==> src/rtl/daq_run_ctrl.sv <==
// daq_run_ctrl: ADC acquisition run controller.
// Polls a host command byte in the shared handshake RAM (port B), sequences
// datapath reset / settle / run / halt, gates FIFO writes and reports the
// status byte and accepted-word count back to the RAM.
module daq_run_ctrl #(
   parameter int RD_LAT        = 1,
   parameter int RST_CYCLES    = 5,
   parameter int SETTLE_CYCLES = 450,
   parameter int POLL_INTERVAL = 16,
   parameter int CMD_ADDR      = 0,
   parameter int STAT_ADDR     = 1,
   parameter int LIMIT_ADDR    = 2,
   parameter int COUNT_ADDR    = 3
) (
   input  logic       clk,
   input  logic       rst,
   input  logic [7:0] mem_rdata,
   output logic [7:0] mem_wdata,
   output logic [4:0] mem_addr,
   output logic       mem_en,
   output logic       mem_we,
   input  logic       fifo_full,
   input  logic       word_tick,
   output logic       dp_rst,
   output logic       wr_enable,
   output logic       overflow,
   output logic       done
);

   typedef enum logic [3:0] {
      B_WAIT, B_RD_CMD, B_LAT_CMD, B_RD_LIM, B_LAT_LIM,
      B_DEC, B_CLR, B_WR_STAT, B_WR_CNT
   } bus_t;

   // Encodings double as the status-byte state code.
   typedef enum logic [2:0] {
      M_IDLE = 3'd0, M_RESET = 3'd1, M_SETTLE = 3'd2, M_RUN = 3'd3, M_HALT = 3'd4
   } main_t;

   bus_t        bstate;
   main_t       mstate;
   logic [15:0] bcnt;
   logic [15:0] mcnt;
   logic [7:0]  cmd;
   logic [7:0]  lim;
   logic [7:0]  count;
   logic [7:0]  limit_reg;
   logic        run_pending;

   logic        cmd_vld;
   logic        do_reset;
   logic        do_stop;
   logic        do_start;
   logic [7:0]  cnt_nxt;
   logic        lim_hit;
   logic [7:0]  status;

   // Command is only acted on in the decode slot; RESET > STOP > START.
   assign cmd_vld  = (bstate == B_DEC);
   assign do_reset = cmd_vld & cmd[2];
   assign do_stop  = cmd_vld & ~cmd[2] & cmd[1];
   assign do_start = cmd_vld & ~cmd[2] & ~cmd[1] & cmd[0];

   // Count saturates at 255; the limit is tested against the post-tick count.
   assign cnt_nxt = (word_tick && count != 8'hFF) ? count + 8'd1 : count;
   assign lim_hit = (limit_reg != 8'd0) && (cnt_nxt == limit_reg);
   assign status  = {3'b000, done, overflow, mstate};

   // Port-B sequencer: wait, read cmd, read limit, decode, optional clear,
   // write status, write count. Bus outputs are registered with the state.
   always_ff @(posedge clk) begin
      if (rst) begin
         bstate    <= B_WAIT;
         bcnt      <= '0;
         mem_en    <= 1'b0;
         mem_we    <= 1'b0;
         mem_addr  <= '0;
         mem_wdata <= '0;
         cmd       <= '0;
         lim       <= '0;
      end else begin
         mem_en <= 1'b0;
         mem_we <= 1'b0;
         case (bstate)
            B_WAIT: begin
               if (bcnt == 16'(POLL_INTERVAL - 1)) begin
                  bcnt     <= '0;
                  bstate   <= B_RD_CMD;
                  mem_en   <= 1'b1;
                  mem_addr <= 5'(CMD_ADDR);
               end else begin
                  bcnt <= bcnt + 16'd1;
               end
            end
            B_RD_CMD: bstate <= B_LAT_CMD;
            B_LAT_CMD: begin
               if (bcnt == 16'(RD_LAT - 1)) begin
                  cmd      <= mem_rdata;
                  bcnt     <= '0;
                  bstate   <= B_RD_LIM;
                  mem_en   <= 1'b1;
                  mem_addr <= 5'(LIMIT_ADDR);
               end else begin
                  bcnt <= bcnt + 16'd1;
               end
            end
            B_RD_LIM: bstate <= B_LAT_LIM;
            B_LAT_LIM: begin
               if (bcnt == 16'(RD_LAT - 1)) begin
                  lim    <= mem_rdata;
                  bcnt   <= '0;
                  bstate <= B_DEC;
               end else begin
                  bcnt <= bcnt + 16'd1;
               end
            end
            B_DEC: begin
               mem_en <= 1'b1;
               mem_we <= 1'b1;
               if (cmd != 8'd0) begin
                  bstate    <= B_CLR;
                  mem_addr  <= 5'(CMD_ADDR);
                  mem_wdata <= 8'd0;
               end else begin
                  bstate    <= B_WR_STAT;
                  mem_addr  <= 5'(STAT_ADDR);
                  mem_wdata <= status;
               end
            end
            B_CLR: begin
               bstate    <= B_WR_STAT;
               mem_en    <= 1'b1;
               mem_we    <= 1'b1;
               mem_addr  <= 5'(STAT_ADDR);
               mem_wdata <= status;
            end
            B_WR_STAT: begin
               bstate    <= B_WR_CNT;
               mem_en    <= 1'b1;
               mem_we    <= 1'b1;
               mem_addr  <= 5'(COUNT_ADDR);
               mem_wdata <= count;
            end
            B_WR_CNT: begin
               bstate <= B_WAIT;
               bcnt   <= '0;
            end
            default: begin
               bstate <= B_WAIT;
               bcnt   <= '0;
            end
         endcase
      end
   end

   // Run sequencing: a RESET command anywhere, or START from IDLE/HALT,
   // restarts the datapath reset pulse and clears the run bookkeeping.
   always_ff @(posedge clk) begin
      if (rst) begin
         mstate      <= M_IDLE;
         mcnt        <= '0;
         run_pending <= 1'b0;
         count       <= '0;
         limit_reg   <= '0;
         dp_rst      <= 1'b0;
         wr_enable   <= 1'b0;
         overflow    <= 1'b0;
         done        <= 1'b0;
      end else if (do_reset || (do_start && (mstate == M_IDLE || mstate == M_HALT))) begin
         mstate      <= M_RESET;
         mcnt        <= '0;
         run_pending <= ~do_reset;
         limit_reg   <= lim;
         count       <= '0;
         dp_rst      <= 1'b1;
         wr_enable   <= 1'b0;
         overflow    <= 1'b0;
         done        <= 1'b0;
      end else begin
         case (mstate)
            M_RESET: begin
               if (mcnt == 16'(RST_CYCLES - 1)) begin
                  mcnt   <= '0;
                  dp_rst <= 1'b0;
                  mstate <= M_SETTLE;
               end else begin
                  mcnt <= mcnt + 16'd1;
               end
            end
            M_SETTLE: begin
               if (do_stop) run_pending <= 1'b0;
               if (mcnt == 16'(SETTLE_CYCLES - 1)) begin
                  mcnt <= '0;
                  if (run_pending && !do_stop) begin
                     mstate    <= M_RUN;
                     wr_enable <= 1'b1;
                  end else begin
                     mstate <= M_IDLE;
                  end
               end else begin
                  mcnt <= mcnt + 16'd1;
               end
            end
            M_RUN: begin
               count <= cnt_nxt;
               if (do_stop || fifo_full || lim_hit) begin
                  mstate    <= M_HALT;
                  wr_enable <= 1'b0;
                  if (fifo_full) overflow <= 1'b1;
                  if (lim_hit)   done     <= 1'b1;
               end
            end
            default: ;
         endcase
      end
   end

endmodule

==> config.mk <==
export PLATFORM = sky130hd
export DESIGN_NAME = daq_run_ctrl
export DESIGN_NICKNAME = d
export VERILOG_FILES = /design/src/rtl/daq_run_ctrl.sv
export SDC_FILE = /design/constraint.sdc
export NUM_CORES = 1
export LEC_CHECK = 0
export CAP_MARGIN = 40
export CELL_PAD_IN_SITES_DETAIL_PLACEMENT = 1
export CELL_PAD_IN_SITES_GLOBAL_PLACEMENT = 1
export CORE_ASPECT_RATIO = 0.5
export CORE_MARGIN = 3
export CORE_UTILIZATION = 48
export DETAILED_ROUTE_END_ITERATION = 8
export PLACE_DENSITY_LB_ADDON = 0.1
export SLEW_MARGIN = 15
export SYNTH_ARGS = -nofsm -noshare
export SYNTH_HDL_FRONTEND = slang
export SYNTH_SLANG_ARGS = --single-unit
==> constraint.sdc <==
create_clock -name clk -period 6.3 [get_ports clk]
set_input_delay 1.26 -clock clk [delete_from_list [all_inputs] [get_ports clk]]
set_output_delay 1.26 -clock clk [all_outputs]
set_load 0.005 [all_outputs]
==> Word-level counts from Yosys, hierarchy flattened <==
Cells that the tools add are included.
{ "word_totals": {"ff_bits": 91, "latch_bits": 0, "ramBits": 0, "mem_bits_ro": 0, "inputBits": 12, "output_inout_bits": 19, "elab_cells": 132, "mem_count": 0} }
{ "classes": {"addsub": 3, "n_mul": 0, "n_div": 0, "order_cmp": 0, "eq_ne": 26, "shifts": 0, "muxes": 38, "n_bitwise": 8, "n_reduce_logical": 39} }
{ "op_table": {"columns": ["op", "n"], "rows": [
  ["$mux W16", 4],
  ["$pmux W16 S3", 1],
  ["$add A16 B1 Y16 const B", 2],
  ["$pmux W16 S2", 1],
  ["$pmux W4 S8", 1],
  ["$pmux W5 S5", 1],
  ["$pmux W8 S3", 1],
  ["$eq A16 B3 Y1 const B", 1],
  ["$eq A16 B4 Y1 const B", 1],
  ["$eq A16 B9 Y1 const B", 1],
  ["$eq A4 B3 Y1 const B", 4],
  ["$logic_not A16 Y1", 1],
  ["$reduce_bool A8 Y1", 2],
  ["$mux W1", 15],
  ["$mux W5", 3],
  ["$ne A2 B2 Y1 const B", 7],
  ["$mux W4", 3],
  ["$reduce_and A3 Y1", 4],
  ["$reduce_and A4 Y1", 3],
  ["$reduce_bool A2 Y1", 6],
  ["$mux W3", 3],
  ["$ne A3 B3 Y1 const B", 3],
  ["$pmux W3 S3", 1],
  ["$add A8 B1 Y8 const B", 1],
  ["25 further kinds", 44]
]} }

==> Depth between registers and ports, before layout <==
Gate-level depths: netlist of the first run.
{ "logic_depth": {"depth_word": 9, "depth_mapped": 9, "depth_no_buf": 8} }

==> Worst setup path before layout of the first run <==
OpenSTA, ideal clock, no wires.
{ "synth_timing": {"path_kind": "input to register", "from": "input port word_tick", "to": "register mstate[1]", "setup_time_ps": 120, "arrival_time_ps": 3061, "t_required_ps": 6180, "slack_ps": 3119, "stages": 8, "n_path_buf": 1, "cell_sequence": "buf_2 > and4_1 > nand3_1 > a211o_1 > or4_4 > o31ai_4 > o21ai_2 > o31a_1"} }
{ "synth_via": {"elab_chain_cells": 7} }
{ "synth_lines": {"columns": ["item", "line_no", "source"], "rows": [
  ["start, declared", "23", "input logic word_tick,"],
  ["$logic_and A1 B1 Y1", "65", "assign cnt_nxt = (word_tick && count != 8'hFF) ? count + 8'd1 : count;"],
  ["$mux W8", "65", null],
  ["$eq A8 B8 Y1", "66", "assign lim_hit = (limit_reg != 8'd0) && (cnt_nxt == limit_reg);"],
  ["$logic_and A1 B1 Y1", "66", null],
  ["$logic_or A1 B1 Y1", "206", "if (do_stop || fifo_full || lim_hit) begin"],
  ["$ne A2 B2 Y1 (no source line)", null, null],
  ["$reduce_and A4 Y1 (no source line)", null, null],
  ["end signal, assigned", "195", "mstate <= M_RUN;"],
  ["end signal, assigned", "198", "mstate <= M_IDLE;"],
  ["end signal, assigned", "207", "mstate <= M_HALT;"],
  ["end, declared", "41", "main_t mstate;"]
]} }
Every way passes these cells.
A chain may end at the register's enable or synchronous reset.

==> Final worst setup path of the first run <==
Same ends and word-level chain as after synthesis.

==> impl_metrics.env, run 1 <==
export IMPL_final_instance_count_excl_fill=620
export IMPL_postCtsHoldBufs=0
export IMPL_num_io_pins=31
export IMPL_min_from="mem_addr[1]$_SDFFE_PP0P_"
export IMPL_cp_end_kind="register"
export IMPL_ctsLongestPathBuffers=2
export IMPL_synth_edf_count=0
export IMPL_p_switching_uw=336
export IMPL_drt_initial_drc_count=175
export IMPL_postCtsSetupBuffers=0
export IMPL_finalHoldViolCount=0
export IMPL_dieArea_um2=10000
export IMPL_gp_routability_congestion=0.917
export IMPL_firstDrtPassIters=4
export IMPL_drive_above_1_share_pct=5.71
export IMPL_combPwrFrac_pct=11.0
export IMPL_outcome="finished clean"
export IMPL_finalClockSkew_ns=0.00934
export IMPL_syn_area_per_cell_um2=8.68
export IMPL_antenna_cells=0
export IMPL_total_power_mw=1.29
export IMPL_cts_tree="built"
export IMPL_synth_area_um2=4230
export IMPL_clock_fmax_mhz=283
export IMPL_die_h_um=72.4
export IMPL_initial_core_util_pct=51.0
export IMPL_setup_viol=0
export IMPL_cap_violations=0
export IMPL_num_vias=3476
export IMPL_cts_buffers=9
export IMPL_relSlewSlack_pct=49.2
export IMPL_die_x_um=139
export IMPL_portBuffers=27
export IMPL_yosys_warnings=0
export IMPL_p_sw_share_pct=26.1
export IMPL_tns_ns=0
export IMPL_timing_rr_start="bstate[2]$_SDFFE_PP0P_"
export IMPL_grt_usage_pct=22.5
export IMPL_via_per_inst=5.61
export IMPL_synth_seq_cells=88
export IMPL_nFillCells=1001
export IMPL_postRouteAntennaNets=0
export IMPL_wirelength_um=10500
export IMPL_synthArstFlopShare_pct=0
export IMPL_dpl_cell_count=604
export IMPL_irDropWorstVdd_v=0.000155
export IMPL_tightestPinTransition_ns=0.756
export IMPL_root_buffer="clkbuf_16"
export IMPL_clock_latency_ns=0.35
export IMPL_synth_distinct_cells=55
export IMPL_grt_setup_unrepaired="no"
export IMPL_ys_flop_type="dfxtp_1"
export IMPL_reg_top3="bcnt (16), mcnt (16)"
export IMPL_route_detailed_drc=0
export IMPL_antenna_found_initial=0
export IMPL_p_int_uw=950
export IMPL_synth_cells=487
export IMPL_dp_final_hpwl_um=7450
export IMPL_worstPathRequired_ns=6.53
export IMPL_std_cell_rows=23
export IMPL_period_needed_ns=3.53
export IMPL_ys_seq_area_share_pct=41.7
export IMPL_core_um2=8290
export IMPL_fin_crit_sh_pct=56.0
export IMPL_startpoint_type="input port"
export IMPL_grt_pass1_vias=3711
export IMPL_wl_per_cell_um=16.9
export IMPL_cp_arrival_ns=3.76
export IMPL_cts_sinks=88
export IMPL_syn_to_final_growth_pct=14.1
export IMPL_ctsResizeCount=0
export IMPL_grt_start_max_net_pins=46
export IMPL_final_nets=521
export IMPL_path_class="input port to register"
export IMPL_clkPwrFrac_pct=42.4
export IMPL_p_leak_nw=1.83
export IMPL_worst_hold_path_type="register to register"
export IMPL_overflow=0
export IMPL_clkTransAtPathRegs_ns=0.07
export IMPL_worstPathMaxFanout=9
export IMPL_startpoint="word_tick"
export IMPL_drv_slew=0
export IMPL_powerDensity_nw_per_um2=267
export IMPL_cts_max_level=3
export IMPL_grt_first_pass_wirelength_um=18300
export IMPL_pwr_share_seq_pct=46.6
-- worst paths after layout --
check,cells after the start,endpoint,slack [ns]
max,8,mstate[1]$_SDFFE_PP0P_,2.77
min reg2reg,2,mem_addr[1]$_SDFFE_PP0P_,0.48
max reg2reg,7,mcnt[10]$_SDFFE_PP0P_,3.22
min,2,mem_addr[1]$_SDFFE_PP0P_,0.48
-- worst max-delay path, cell delays in order --
cell             delay, ns
clkdlybuf4s50_1       0.66
and4_1                0.28
nand3_1               0.12
a211o_1               0.31
or4_4                 0.44
o31ai_4               0.31
o21ai_2               0.09
o31a_1                0.29
-- placed cells by master (no fill, tap or decap), types with 2 or more instances in the layout --
master | Yosys | routed
a211oi_1 | 4 | 4
a21boi_0 | 2 | 2
a21o_1 | 2 | 2
a21oi_1 | 19 | 19
a221oi_1 | 6 | 6
a22oi_1 | 3 | 3
and2_1 | 6 | 6
and3_1 | 5 | 5
and4_1 | 3 | 3
buf_4 | 8 | 2
clkbuf_16 | 0 | 9
clkdlybuf4s50_1 | 0 | 27
clkinv_2 | 0 | 2
clkinv_4 | 0 | 2
conb_1 | 1 | 3
dfxtp_1 | 88 | 88
ha_1 | 6 | 6
inv_1 | 10 | 10
mux2i_1 | 27 | 27
nand2_1 | 25 | 25
nand2b_1 | 5 | 5
nand3_1 | 14 | 14
nand3b_1 | 2 | 2
nand4_1 | 15 | 15
nor2_1 | 97 | 97
nor2b_1 | 5 | 5
nor3_1 | 16 | 16
nor4_1 | 11 | 11
nor4b_1 | 4 | 4
o211ai_1 | 4 | 4
o21ai_0 | 10 | 9
o21ai_1 | 1 | 2
or3_1 | 2 | 2
or4_4 | 2 | 2
xnor2_1 | 22 | 22
xor2_1 | 25 | 25
-- Yosys cell counts, drive strengths merged (6+ instances only) --
cell type,instances,share of area (%)
nand3,15,1.9
a221oi,6,1.2
nand4,16,2.5
buf,15,2.4
xor2,25,5.2
mux2i,27,6.4
nor3,16,1.9
ha,6,1.8
xnor2,22,4.6
nand2,25,2.2
o21ai,12,1.5
nor4,12,2.1
nor2,98,8.8
and2,6,0.89
inv,10,0.89
a21oi,19,2.2
clkbuf,11,0.98
dfxtp,88,42
-- cells by family (layout without fill, tap and decap cells) --
kind of cell	count (synthesis)	count (layout)	synth area share, %
other cells	1	3	0.0887
mux	27	27	6.39
fa+ha+maj	6	6	1.78
compound gates	61	61	9.80
xor+xnor	47	47	9.74
simple gates	221	221	26.3
buf+inv	36	55	4.23
flops	88	88	41.7
-- layer usage --
layer	global-route usage, %	share of wire, %	routed length [µm]	vias to the layer above
li1	-	-	-	1719
met1	27.4	47	4890	1696
met2	39.8	48	5050	49
met3	5.07	3.6	377	12
met4	8.68	1.4	147	0
met5	0	0	0	-
-- stage by stage --
stage | utilization, % | area, µm² | setup WS, ns | hold slack, ns
finish | 58.2 | 4820 | 2.77 | 0.476
global route | 58.2 | 4820 | 2.65 | 0.516
CTS | 58.2 | 4820 | 2.80 | 0.481
detailed placement | 54.5 | 4520 | 2.48 | 0.460
global placement | 54.5 | 4520 | 2.51 | 0.460
floorplan | - | 4230 | 3.12 | 0.448
-- area by class of cell --
| type | count | area, µm² | share of cell area, % |
|---|---|---|---|
| Multi-Input combinational cell | 365 | 2290 | 47.5 |
| Sequential cell | 88 | 1760 | 36.5 |
| Timing Repair Buffer | 29 | 285 | 5.91 |
| Clock buffer | 10 | 239 | 4.95 |
| Tap cell | 112 | 140 | 2.91 |
| Clock inverter | 6 | 66.3 | 1.37 |
| Inverter | 10 | 37.5 | 0.778 |
-- power by group through the flow --
stage	Sequential, mW	Combinational, mW	Clock [mW]
2_1_floorplan	0.597	0.117	0
3_3_place_gp	0.611	0.135	0
3_5_place_dp	0.612	0.140	0
4_1_cts	0.600	0.142	0.559
5_1_grt	0.604	0.159	0.584
6_report	0.600	0.142	0.546
No activity file was read; power rests on OpenSTA's default activity.
==> inputs of run 2 (changes only) <==
- CORE_UTILIZATION: 48 -> 40
- clock period: 6.3 -> 2.97 ns (I/O delays scaled with it)
==> impl_metrics.env, run 2 (same netlist as run 1, synthesis figures left out) <==
export IMPL_ctsResizeCount=0
export IMPL_fin_crit_sh_pct=90.0
export IMPL_reg_top3="bcnt (16), mcnt (16)"
export IMPL_period_needed_ns=2.67
export IMPL_core_um2=9850
export IMPL_grt_setup_unrepaired="no"
export IMPL_grt_usage_pct=19.1
export IMPL_irDropWorstVdd_v=0.000321
export IMPL_regArea_um2=1760
export IMPL_clkPwrFrac_pct=42.1
export IMPL_placed_area_um2=4640
export IMPL_cp_slowest_stage_delay_ns=0.54
export IMPL_rr_worst_depth=8
export IMPL_crit_family="compound AO/OA/AOI/OAI gates"
export IMPL_layout_common_cells="97 x nor2_1, 88 x dfxtp_1, 27 x mux2i_1, 27 x clkdlybuf4s50_1"
export IMPL_dpl_cell_count=640
export IMPL_startpoint="count[0]$_SDFFE_PP0P_"
export IMPL_cp_depth=8
export IMPL_gp_routability_congestion=0.826
export IMPL_p_switching_uw=693
export IMPL_num_vias=3457
export IMPL_worstPathMaxFanout=6
export IMPL_postCtsHoldBufs=0
export IMPL_via_per_inst=5.27
export IMPL_cts_tree="built"
export IMPL_worstSetupEndpoint="mstate[1]$_SDFFE_PP0P_"
export IMPL_powerDensity_nw_per_um2=550
export IMPL_r2r_slack_ns=0.30
export IMPL_relSlewSlack_pct=51.7
export IMPL_p_leak_nw=1.89
export IMPL_overflow=0
export IMPL_worst_hold_path_type="register to register"
export IMPL_multi_input_area_um2=2290
export IMPL_cp_arrival_ns=2.91
export IMPL_outcome="finished clean"
export IMPL_postCtsSetupBuffers=0
export IMPL_nFillCells=1169
export IMPL_setup_viol=0
export IMPL_antenna_cells=0
export IMPL_postRouteAntennaNets=0
export IMPL_std_cell_rows=25
export IMPL_die_x_um=151
export IMPL_worst_path_buf_inv=0
export IMPL_antenna_found_initial=0
export IMPL_drv_slew=0
export IMPL_slowest_stage="dfxtp_1"
export IMPL_clock_latency_ns=0.34
export IMPL_die_h_um=78.7
export IMPL_cp_end_kind="register"
export IMPL_postLayoutCoreUtil_pct=50.2
export IMPL_final_instance_count_excl_fill=656
export IMPL_layout_commonest_cell="nor2_1"
export IMPL_worstPathRequired_ns=3.20
export IMPL_root_buffer="clkbuf_16"
export IMPL_grt_start_max_net_pins=26
export IMPL_grt_pass1_vias=3573
export IMPL_finalHoldViolCount=0
export IMPL_grt_first_pass_wirelength_um=18000
export IMPL_clkTransAtPathRegs_ns=0.07
export IMPL_tightestPinTransition_ns=0.720
export IMPL_wirelength_um=10500
export IMPL_cts_buffers=9
export IMPL_ctsLongestPathBuffers=2
export IMPL_dp_final_hpwl_um=7670
export IMPL_design_area_um2=4940
export IMPL_timing_rr_start="count[0]$_SDFFE_PP0P_"
export IMPL_syn_to_final_growth_pct=17.0
export IMPL_pwr_share_seq_pct=46.7
export IMPL_clock_fmax_mhz=374
export IMPL_path_class="register to register"
export IMPL_drt_initial_drc_count=175
export IMPL_cts_sinks=88
export IMPL_startpoint_type="register"
export IMPL_route_detailed_drc=0
export IMPL_portBuffers=27
export IMPL_dieArea_um2=11900
export IMPL_r2r_end="mstate[1]$_SDFFE_PP0P_"
export IMPL_path_cells="ha_1, nand3_2, o2111a_1, or3b_1, a2bb2o_1, o31ai_4, o21ai_2, o31a_1"
export IMPL_num_io_pins=31
export IMPL_initial_core_util_pct=42.9
export IMPL_p_int_mw=2.03
export IMPL_wl_per_cell_um=15.9
export IMPL_drive_above_1_share_pct=7.68
export IMPL_p_sw_share_pct=25.5
export IMPL_finalClockSkew_ns=0.00899
export IMPL_hold_slack_ns=0.460
export IMPL_cts_max_level=3
export IMPL_combPwrFrac_pct=11.2
export IMPL_cap_violations=0
export IMPL_firstDrtPassIters=4
export IMPL_final_nets=534
-- run 2: cell count changes in the layout (fill, tap and decap cells not counted), sizes merged --
| cell | change |
|---|---|
| clkbuf | +2 |
| clkinv | -2 |
| buf | +13 |
-- run 2: per-layer routing --
metal / share of wire, % / track usage (%) / vias to the layer above
met5: 0 / 0 / -
met4: 0.98 / 4.88 / 0
met3: 3.8 / 5.88 / 9
met2: 47 / 31.9 / 31
met1: 49 / 23.9 / 1677
li1: - / - / 1740
-- run 2: area by class of cell --
class / instances / share of cell area [%]
Sequential cell: 88 / 35.6
Tap cell: 135 / 3.42
Inverter: 10 / 0.759
Clock buffer: 12 / 4.99
Multi-Input combinational cell: 365 / 46.4
Timing Repair Buffer: 42 / 7.74
Clock inverter: 4 / 1.06
-- run 2: worst min path at each step --
stage,start,to,cells past startpoint
3_5_place_dp,mem_addr[1]$_SDFFE_PP0P_,mem_addr[1]$_SDFFE_PP0P_,2
3_3_place_gp,mem_addr[1]$_SDFFE_PP0P_,mem_addr[1]$_SDFFE_PP0P_,2
4_1_cts,mem_addr[1]$_SDFFE_PP0P_,mem_addr[1]$_SDFFE_PP0P_,2
6_report,mem_addr[1]$_SDFFE_PP0P_,mem_addr[1]$_SDFFE_PP0P_,2
5_1_grt,cmd[6]$_SDFFE_PP0P_,cmd[6]$_SDFFE_PP0P_,2
2_1_floorplan,mem_addr[1]$_SDFFE_PP0P_,mem_addr[1]$_SDFFE_PP0P_,2
-- run 2: worst register-to-register path, delay by kind of cell (launching register included) --
family,cells,cell delay (ns)
AOI/OAI and AO/OA,5,1.22
and+or+nand+nor,2,0.54
adders and majority gates,1,0.29
DFF,1,0.54
-- run 2: power by group through the flow --
| stage | clock network (mW) | registers [mW] | logic (mW) |
|---|---|---|---|
| after floorplan | 0 | 1.27 | 0.248 |
| after global placement | 0 | 1.30 | 0.305 |
| after detailed placement | 0 | 1.30 | 0.311 |
| after CTS | 1.18 | 1.27 | 0.315 |
| after global routing | 1.23 | 1.28 | 0.351 |
| final | 1.14 | 1.27 | 0.305 |
-- run 2: through the flow --
stage / worst slack, ns / total power, mW / setup TNS, ns
final: 0.296 / 2.72 / 0
after global routing: 0.110 / 2.86 / 0
after CTS: 0.292 / 2.77 / 0
after detailed placement: -0.0380 / 1.61 / -0.0380
after global placement: -0.00600 / 1.60 / -0.00600
after floorplan: 0.455 / 1.52 / 0
==> inputs of run 3 (changes only) <==
- TNS_END_PERCENT: not set -> 10
==> results of run 3 <==
Same layout as run 2: the final DEF is identical, and so are final timing and power.
